File: src/rtl/ldpc_encode_stream_pkg.sv
// Shared defaults, state encoding and width helper for the folded LDPC encoder.
package ldpc_encode_stream_pkg;

   localparam int N_DEF = 6;
   localparam int K_DEF = 3;
   localparam int P_DEF = 1;

   typedef enum logic [1:0] {
      ST_IDLE  = 2'd0,
      ST_ACCUM = 2'd1,
      ST_DONE  = 2'd2
   } state_e;

   // Never returns less than 1 so that single-entry counters and addresses stay legal.
   function automatic int clog2_f(input int v);
      int r;
      r = 1;
      while ((1 << r) < v) r = r + 1;
      return r;
   endfunction

endpackage

File: src/rtl/ldpc_encode_stream_if.sv
// Parity-row write port plus info/codeword handshakes of the folded LDPC encoder.
interface ldpc_encode_stream_if
   import ldpc_encode_stream_pkg::*;
#(
   parameter int N = N_DEF,
   parameter int K = K_DEF
) ();
   localparam int AW = clog2_f(K);

   logic              g_wr_en;
   logic [AW-1:0]     g_wr_addr;
   logic [N-K-1:0]    g_wr_row;
   logic              in_valid;
   logic              in_ready;
   logic [K-1:0]      info_bits;
   logic              out_valid;
   logic              out_ready;
   logic [N-1:0]      codeword;

   modport master (
      output g_wr_en, g_wr_addr, g_wr_row, in_valid, info_bits, out_ready,
      input  in_ready, out_valid, codeword
   );

   modport slave (
      input  g_wr_en, g_wr_addr, g_wr_row, in_valid, info_bits, out_ready,
      output in_ready, out_valid, codeword
   );
endinterface

File: src/rtl/ldpc_encode_stream_fold.sv
// Combinational GF(2) fold of P parity rows, each gated by its info bit, into the accumulator.
module ldpc_parity_fold #(
   parameter int N = 6,
   parameter int K = 3,
   parameter int P = 1
) (
   input  logic [P-1:0]              info_chunk_i,
   input  logic [P-1:0][N-K-1:0]     rows_i,
   input  logic [N-K-1:0]            acc_i,
   output logic [N-K-1:0]            acc_o
);
   always_comb begin
      acc_o = acc_i;
      for (int p = 0; p < P; p++) begin
         if (info_chunk_i[p]) acc_o = acc_o ^ rows_i[p];
      end
   end
endmodule

File: src/rtl/ldpc_encode_stream.sv
// Systematic LDPC encoder folding P parity rows per cycle; emits {info, check}.
//  state    | meaning
//  ST_IDLE  | store writable, waiting for an info word
//  ST_ACCUM | folding chunk c of the parity sub-matrix into the accumulator
//  ST_DONE  | codeword registered, waiting for the sink
module ldpc_encode_stream
   import ldpc_encode_stream_pkg::*;
#(
   parameter int N = N_DEF,
   parameter int K = K_DEF,
   parameter int P = P_DEF
) (
   input  logic                  clk,
   input  logic                  rst,
   ldpc_encode_stream_if.slave   bus,
   output logic                  busy_o
);
   localparam int CW  = N - K;
   localparam int NCH = K / P;
   localparam int CCW = clog2_f(NCH);

   if ((K % P) != 0 || K >= N || P < 1) begin : g_param_check
      $error("ldpc_encode_stream: need K < N and K divisible by P");
   end

   state_e                 state_q, state_d;
   logic [CCW-1:0]         c_q, c_d;
   logic [CW-1:0]          acc_q, acc_d, acc_next;
   logic [K-1:0]           info_q, info_d;
   logic [N-1:0]           cw_q, cw_d;
   logic                   ov_q, ov_d;
   logic [K-1:0][CW-1:0]   g_q, g_d;
   logic [P-1:0]           chunk_info;
   logic [P-1:0][CW-1:0]   chunk_rows;
   logic                   in_ready;

   assign in_ready      = (state_q == ST_IDLE) && !bus.g_wr_en;
   assign bus.in_ready  = in_ready;
   assign bus.out_valid = ov_q;
   assign bus.codeword  = cw_q;
   assign busy_o        = (state_q != ST_IDLE);

   always_comb begin
      chunk_info = info_q[int'(c_q) * P +: P];
      chunk_rows = g_q[int'(c_q) * P +: P];
   end

   ldpc_parity_fold #(.N(N), .K(K), .P(P)) u_fold (
      .info_chunk_i (chunk_info),
      .rows_i       (chunk_rows),
      .acc_i        (acc_q),
      .acc_o        (acc_next)
   );

   // The store is only writable in IDLE, so rows are frozen for the word in flight.
   always_comb begin
      g_d = g_q;
      if (state_q == ST_IDLE && bus.g_wr_en) begin
         for (int j = 0; j < K; j++) begin
            if (int'(bus.g_wr_addr) == j) g_d[j] = bus.g_wr_row;
         end
      end
   end

   always_comb begin
      state_d = state_q;
      c_d     = c_q;
      acc_d   = acc_q;
      info_d  = info_q;
      cw_d    = cw_q;
      ov_d    = ov_q;
      case (state_q)
         ST_IDLE: begin
            if (bus.in_valid && in_ready) begin
               state_d = ST_ACCUM;
               info_d  = bus.info_bits;
               acc_d   = '0;
               c_d     = '0;
            end
         end
         ST_ACCUM: begin
            acc_d = acc_next;
            c_d   = c_q + CCW'(1);
            if (c_q == CCW'(NCH - 1)) begin
               state_d = ST_DONE;
               c_d     = '0;
               cw_d    = {info_q, acc_next};
               ov_d    = 1'b1;
            end
         end
         ST_DONE: begin
            if (bus.out_ready) begin
               state_d = ST_IDLE;
               ov_d    = 1'b0;
            end
         end
         default: state_d = ST_IDLE;
      endcase
   end

   always_ff @(posedge clk or posedge rst) begin
      if (rst) begin
         state_q <= ST_IDLE;
         c_q     <= '0;
         acc_q   <= '0;
         info_q  <= '0;
         cw_q    <= '0;
         ov_q    <= 1'b0;
         g_q     <= '0;
      end else begin
         state_q <= state_d;
         c_q     <= c_d;
         acc_q   <= acc_d;
         info_q  <= info_d;
         cw_q    <= cw_d;
         ov_q    <= ov_d;
         g_q     <= g_d;
      end
   end
endmodule
File: src/flat_wrapper.sv
// flat-port wrapper written by rule: the top's interface ports become plain ports
module ldpc_encode_stream_flat import ldpc_encode_stream_pkg::*;
#(
   parameter int N = N_DEF,
   parameter int K = K_DEF,
   parameter int P = P_DEF
)
  (clk, rst, busy_o, bus_g_wr_en, bus_g_wr_addr, bus_g_wr_row, bus_in_valid, bus_info_bits, bus_out_ready, bus_in_ready, bus_out_valid, bus_codeword);
  ldpc_encode_stream_if #(.N(N), .K(K)) bus_i ();
  input  logic clk;
  input  logic rst;
  output logic busy_o;
  input wire logic [$bits(bus_i.g_wr_en)-1:0] bus_g_wr_en;
  input wire logic [$bits(bus_i.g_wr_addr)-1:0] bus_g_wr_addr;
  input wire logic [$bits(bus_i.g_wr_row)-1:0] bus_g_wr_row;
  input wire logic [$bits(bus_i.in_valid)-1:0] bus_in_valid;
  input wire logic [$bits(bus_i.info_bits)-1:0] bus_info_bits;
  input wire logic [$bits(bus_i.out_ready)-1:0] bus_out_ready;
  output wire logic [$bits(bus_i.in_ready)-1:0] bus_in_ready;
  output wire logic [$bits(bus_i.out_valid)-1:0] bus_out_valid;
  output wire logic [$bits(bus_i.codeword)-1:0] bus_codeword;
  assign bus_i.g_wr_en = bus_g_wr_en;
  assign bus_i.g_wr_addr = bus_g_wr_addr;
  assign bus_i.g_wr_row = bus_g_wr_row;
  assign bus_i.in_valid = bus_in_valid;
  assign bus_i.info_bits = bus_info_bits;
  assign bus_i.out_ready = bus_out_ready;
  assign bus_in_ready = bus_i.in_ready;
  assign bus_out_valid = bus_i.out_valid;
  assign bus_codeword = bus_i.codeword;
  ldpc_encode_stream #(.N(N), .K(K), .P(P)) u_core (.clk(clk), .rst(rst), .bus(bus_i), .busy_o(busy_o));
endmodule
File: config.mk
export PLATFORM = sky130hd
export DESIGN_NAME = ldpc_encode_stream_flat
export DESIGN_NICKNAME = d
export VERILOG_FILES = /design/src/rtl/ldpc_encode_stream_pkg.sv /design/src/rtl/ldpc_encode_stream_if.sv /design/src/rtl/ldpc_encode_stream_fold.sv /design/src/rtl/ldpc_encode_stream.sv /design/src/flat_wrapper.sv
export SDC_FILE = /design/constraint.sdc
export NUM_CORES = 1
export LEC_CHECK = 0
export CORE_ASPECT_RATIO = 0.75
export CORE_MARGIN = 2
export CORE_UTILIZATION = 55
export DETAILED_ROUTE_END_ITERATION = 16
export PLACE_DENSITY = 0.83
export SLEW_MARGIN = 20
export SYNTH_ARGS = -nofsm -noshare
export SYNTH_HDL_FRONTEND = slang
export SYNTH_SLANG_ARGS = --single-unit
File: constraint.sdc
create_clock -name clk -period 2.8 [get_ports clk]
set_input_delay 0.42 -clock clk [delete_from_list [all_inputs] [get_ports clk]]
set_output_delay 0.42 -clock clk [all_outputs]
set_load 0.01 [all_outputs]
==> results.md <==
Run status:
- The run finished with clean final reports.

Layout:
- The share of layout cells above drive strength 1 is 15.0%.
- The filler cells instantiated in the layout total 159.
- In the final design database the tool counted 148 nets.
- Cells fill 71.7% of the core in the end.
- The finished cells cover 0.00150 sq mm.
- The total inserted antenna cells is 0.
- The area growth from synthesis to layout is 18.9%.
- The multi-input combinational cells in the finished layout cover a total of 559 sq um.
- In the final layout, flip-flops and latches occupy 651 sq um.

Timing:
- The maximum clock frequency is 458 MHz.
- Setup repair after global routing left no endpoint under its margin.
- The number of endpoints with negative hold slack in the final report is 0.
- The number of pins exceeding their max-slew limit in the final report is 0.
- The setup violation total in the final timing report is 0.
- Of the available clock period, the critical path in the final layout requires 77.9%.
- The worst pin sits at a relative slew slack of 48.3%.
- Setup total negative slack on the finished layout was measured at 0 ns.
- For the finished layout, the period the worst path requires is 2.18 ns.
- For the final database, setup skew stands at 0.00623 ns.
- The transition time at the pin with the least slew margin is 0.773 ns.

Clock network:
- The number of buffers inserted by post-CTS setup repair is 0.
- At the later pin of the worst-skew pair, clock insertion delay measures 0.32 ns.
- In this run the deepest clock path goes through 2 buffers.
- The clock-pin transition on the worst setup and hold timing paths is 0.13 ns.
- For this design, the CTS-stage hold fixing added 0 buffers.
- TritonCTS created 3 clock buffers.
- The number of sinks driven by the clock tree is 26.
- The root buffer cell is sky130_fd_sc_hd__clkbuf_4.
- The post-cts resize count is 0.
- TritonCTS built the clock tree.
- The total number of H-tree levels is 1.

Detailed routing:
- The number of vias in the routed layout is 923.
- The ratio of routed vias to standard cells is 5.88.
- The total wire length after detailed routing is 2410 um.
- After detailed routing, the average wire length per cell comes to 15.3 um.
- In the routed design, unresolved DRC markers number 0.
- The first-pass detailed-route iteration total is 4.
- The detailed router's first-iteration violation count is 32.
- The count of nets left with antenna violations once routing finished came out at 0.

Power and ir drop:
- The total design power is 0.00155 W.
- In this run, the clock network consumes 10.2% of the power.
- The share of total power consumed by net switching is 36.9%.
- The proportion of power drawn by combinational gates is 44.9%.
- Internal power comes to 0.000978 W.
- The sequential cell fraction of total power is 44.9%.
- In this run the power density over the cells is 1040 mW/mm^2.
- The analysis attributes to cell leakage a power of 0.656 nW.
- The net switching power figure is 0.000572 W.
- The maximum VDD drop is 540 uV.

Logic synthesis:
- After synthesis, the largest family of logic cells by area is simple AND/OR/NAND/NOR gates.
- The multiplexer fraction of the synthesized cell area is 13.9%.
- In this run, synthesis inferred 0 flip-flops with an integrated enable.
- Summing the areas of all compound-gate instances in the mapped netlist gives 10.4% of the synthesized area.
- The primary flip-flop cell chosen by synthesis mapping is sky130_fd_sc_hd__dfrtp_1.
- The mapped netlist covers 0.00126 sq mm.
- The synthesized-area fraction occupied by xor and xnor cells is 0%.
- Of the total synthesized cell area, the portion taken by full adders, half adders and majority gates is 0%.
- The share of Yosys cell area claimed by the top area cell type is 51.7%.
- Counting every net in the synthesized netlist gives 125.
- The most common cell in the synthesized netlist is sky130_fd_sc_hd__dfrtp_1.
- The count of unique library cells instantiated by Yosys is 26.
- Counting instances in the post-synthesis netlist gives the leading cell types as sky130_fd_sc_hd__dfrtp_1, sky130_fd_sc_hd__nand2_1, sky130_fd_sc_hd__mux2_2.
- The post-synthesis async set-or-reset flop share is 100%.
- Synthesis handed over a netlist of 112 instances.
- The count of yosys warnings during synthesis is 0.
- The number of synthesized register bits is 26.
- The post-synthesis area per instance is 11.2 sq um.
- By area the synthesized netlist is led by sky130_fd_sc_hd__dfrtp_1, sky130_fd_sc_hd__mux2_2, sky130_fd_sc_hd__nand2_1, sky130_fd_sc_hd__a2bb2oi_1, sky130_fd_sc_hd__mux2i_1.
- Summing the areas of all and, or, nand and nor instances in the mapped netlist gives 20.1% of the synthesized area.
- The post-synthesis sequential area ratio is 51.7%.
- The dominant cell type by area after synthesis is sky130_fd_sc_hd__dfrtp_1.

Global route:
- The initial antenna violation count came to 0.
- Entering global routing, the biggest net connects 27 pins.
- The number of global-route vias before repair is 972.
- The global-route wire length before repair is 4350 um.
- For this run, the total global-route usage over all layers was measured as 22.0%.
- The remaining global-route overflow is 0.

Critical path:
- For the worst setup path, the data required time is 2.38 ns.
- STA classifies the critical path endpoint as a primary output.
- The slowest library cell on the worst path is sky130_fd_sc_hd__clkdlybuf4s50_1.
- The delay of the slowest cell on the worst path is 0.55 ns.
- Along the worst path, the maximum fanout reaches 7.
- The kind of critical path is flip-flop to primary output.
- The signal on the critical path passes through or2_2 -> nor2_1 -> clkdlybuf4s50_1.
- The category of the worst setup path launch point is a flip-flop.
- STA puts the critical path data arrival time at 1.76 ns.

Place:
- Routability-driven placement finished with a final weighted congestion of 0.689.
- The cell area after placement is 0.00147 sq mm.
- After legalization and detailed placement, the total HPWL measured 1840 um.
- The number of buffers added on ports is 21.

Flow run:
- The max-capacitance violation count is 0.

Floorplan:
- The placeable core region is 0.00208 sq mm.
- The number of ports placed on the die boundary is 22.
- The initial cell density of the core is 60.3%.
- The die is 59.2 um wide.
- The number of placement rows is 14.
- The floorplan step defined a die boundary enclosing 0.00269 sq mm.
- The floorplan die height is 45.4 um.

Min path:
- The min-delay analysis places its worst path in the category primary input to asynchronous set/reset pin.
-- final cells by class --
class	count	area share [%]
inverter	2	0.502
sequential	26	43.5
timing repair buffer	23	15.1
clock buffer	3	1.51
tap	24	2.01
multi-input combinational	79	37.4
-- kinds of logic (layout without fill, tap and decap cells) --
logic type	Yosys count	count (layout)
compound gates	18	18
simple gates	45	45
mux	16	16
flops	26	26
buf+inv	7	28
-- power by group through the flow --
stage	registers, W	logic [W]	clock network [W]
after floorplan	0.000659	0.000524	0
after global placement	0.000692	0.000668	0
after detailed placement	0.000703	0.000699	0
after CTS	0.000693	0.000704	0.000162
after global routing	0.000716	0.000772	0.000174
final	0.000696	0.000696	0.000158
-- critical path: cells and delay by family, from the launching register on --
| kind | cells | cell delay, ns |
|---|---|---|
| buffers and inverters | 1 | 0.55 |
| flip-flops | 1 | 0.46 |
| AND/OR/NAND/NOR | 2 | 0.43 |
-- per-stage QoR --
step	hold WS, ns	cells	setup WS [ns]
after floorplan	0.456	112	1.14
after global placement	0.460	154	0.560
after detailed placement	0.462	154	0.460
after CTS	0.433	157	0.589
after global routing	0.504	157	0.526
final	0.424	157	0.618
-- routing by layer --
metal | up-vias | global-route usage [%] | share of wire [%]
li1 | 443 | - | -
met1 | 451 | 28.2 | 43
met2 | 27 | 36.9 | 52
met3 | 2 | 6.53 | 4.8
met4 | 0 | 5.91 | 0.54
met5 | - | 0 | 0
-- state kept, by name, summed over array words and instances (netlist names) --
signal / flops
u_core.g_q: 9
u_core.bus.codeword: 6
u_core.acc_q: 3
u_core.info_q: 3
u_core.c_q: 2
u_core.state_q: 2
u_core.bus.out_valid: 1
-- final timing paths --
check                                         endpoint                   start  slack, ns  cells after the start
worst max-delay path                      bus_in_ready       u_core.state_q[1]       0.62                      3
worst min-delay path                     u_core.g_q[0]                     rst       0.42                      3
worst max register to register         u_core.acc_q[2]           u_core.c_q[1]       0.73                      4
worst min register to register  u_core.bus.codeword[4]  u_core.bus.codeword[4]       0.49                      2
max in group asynchronous       u_core.bus.codeword[4]                     rst       2.13                      3
min in group clk                u_core.bus.codeword[4]  u_core.bus.codeword[4]       0.49                      2
-- layout by cell type (no fill, tap or decap), types with 4 or more instances in the layout --
cell                              synthesis  final
sky130_fd_sc_hd__nand2_1                 16     16
sky130_fd_sc_hd__a2bb2oi_1                6      6
sky130_fd_sc_hd__nor2_1                   6      6
sky130_fd_sc_hd__mux2i_1                  4      4
sky130_fd_sc_hd__o21ai_0                  5      5
sky130_fd_sc_hd__nor3b_1                  5      5
sky130_fd_sc_hd__mux2_2                  12     12
sky130_fd_sc_hd__dfrtp_1                 26     26
sky130_fd_sc_hd__clkdlybuf4s50_1          0     21
No activity file was read; power rests on OpenSTA's default activity.
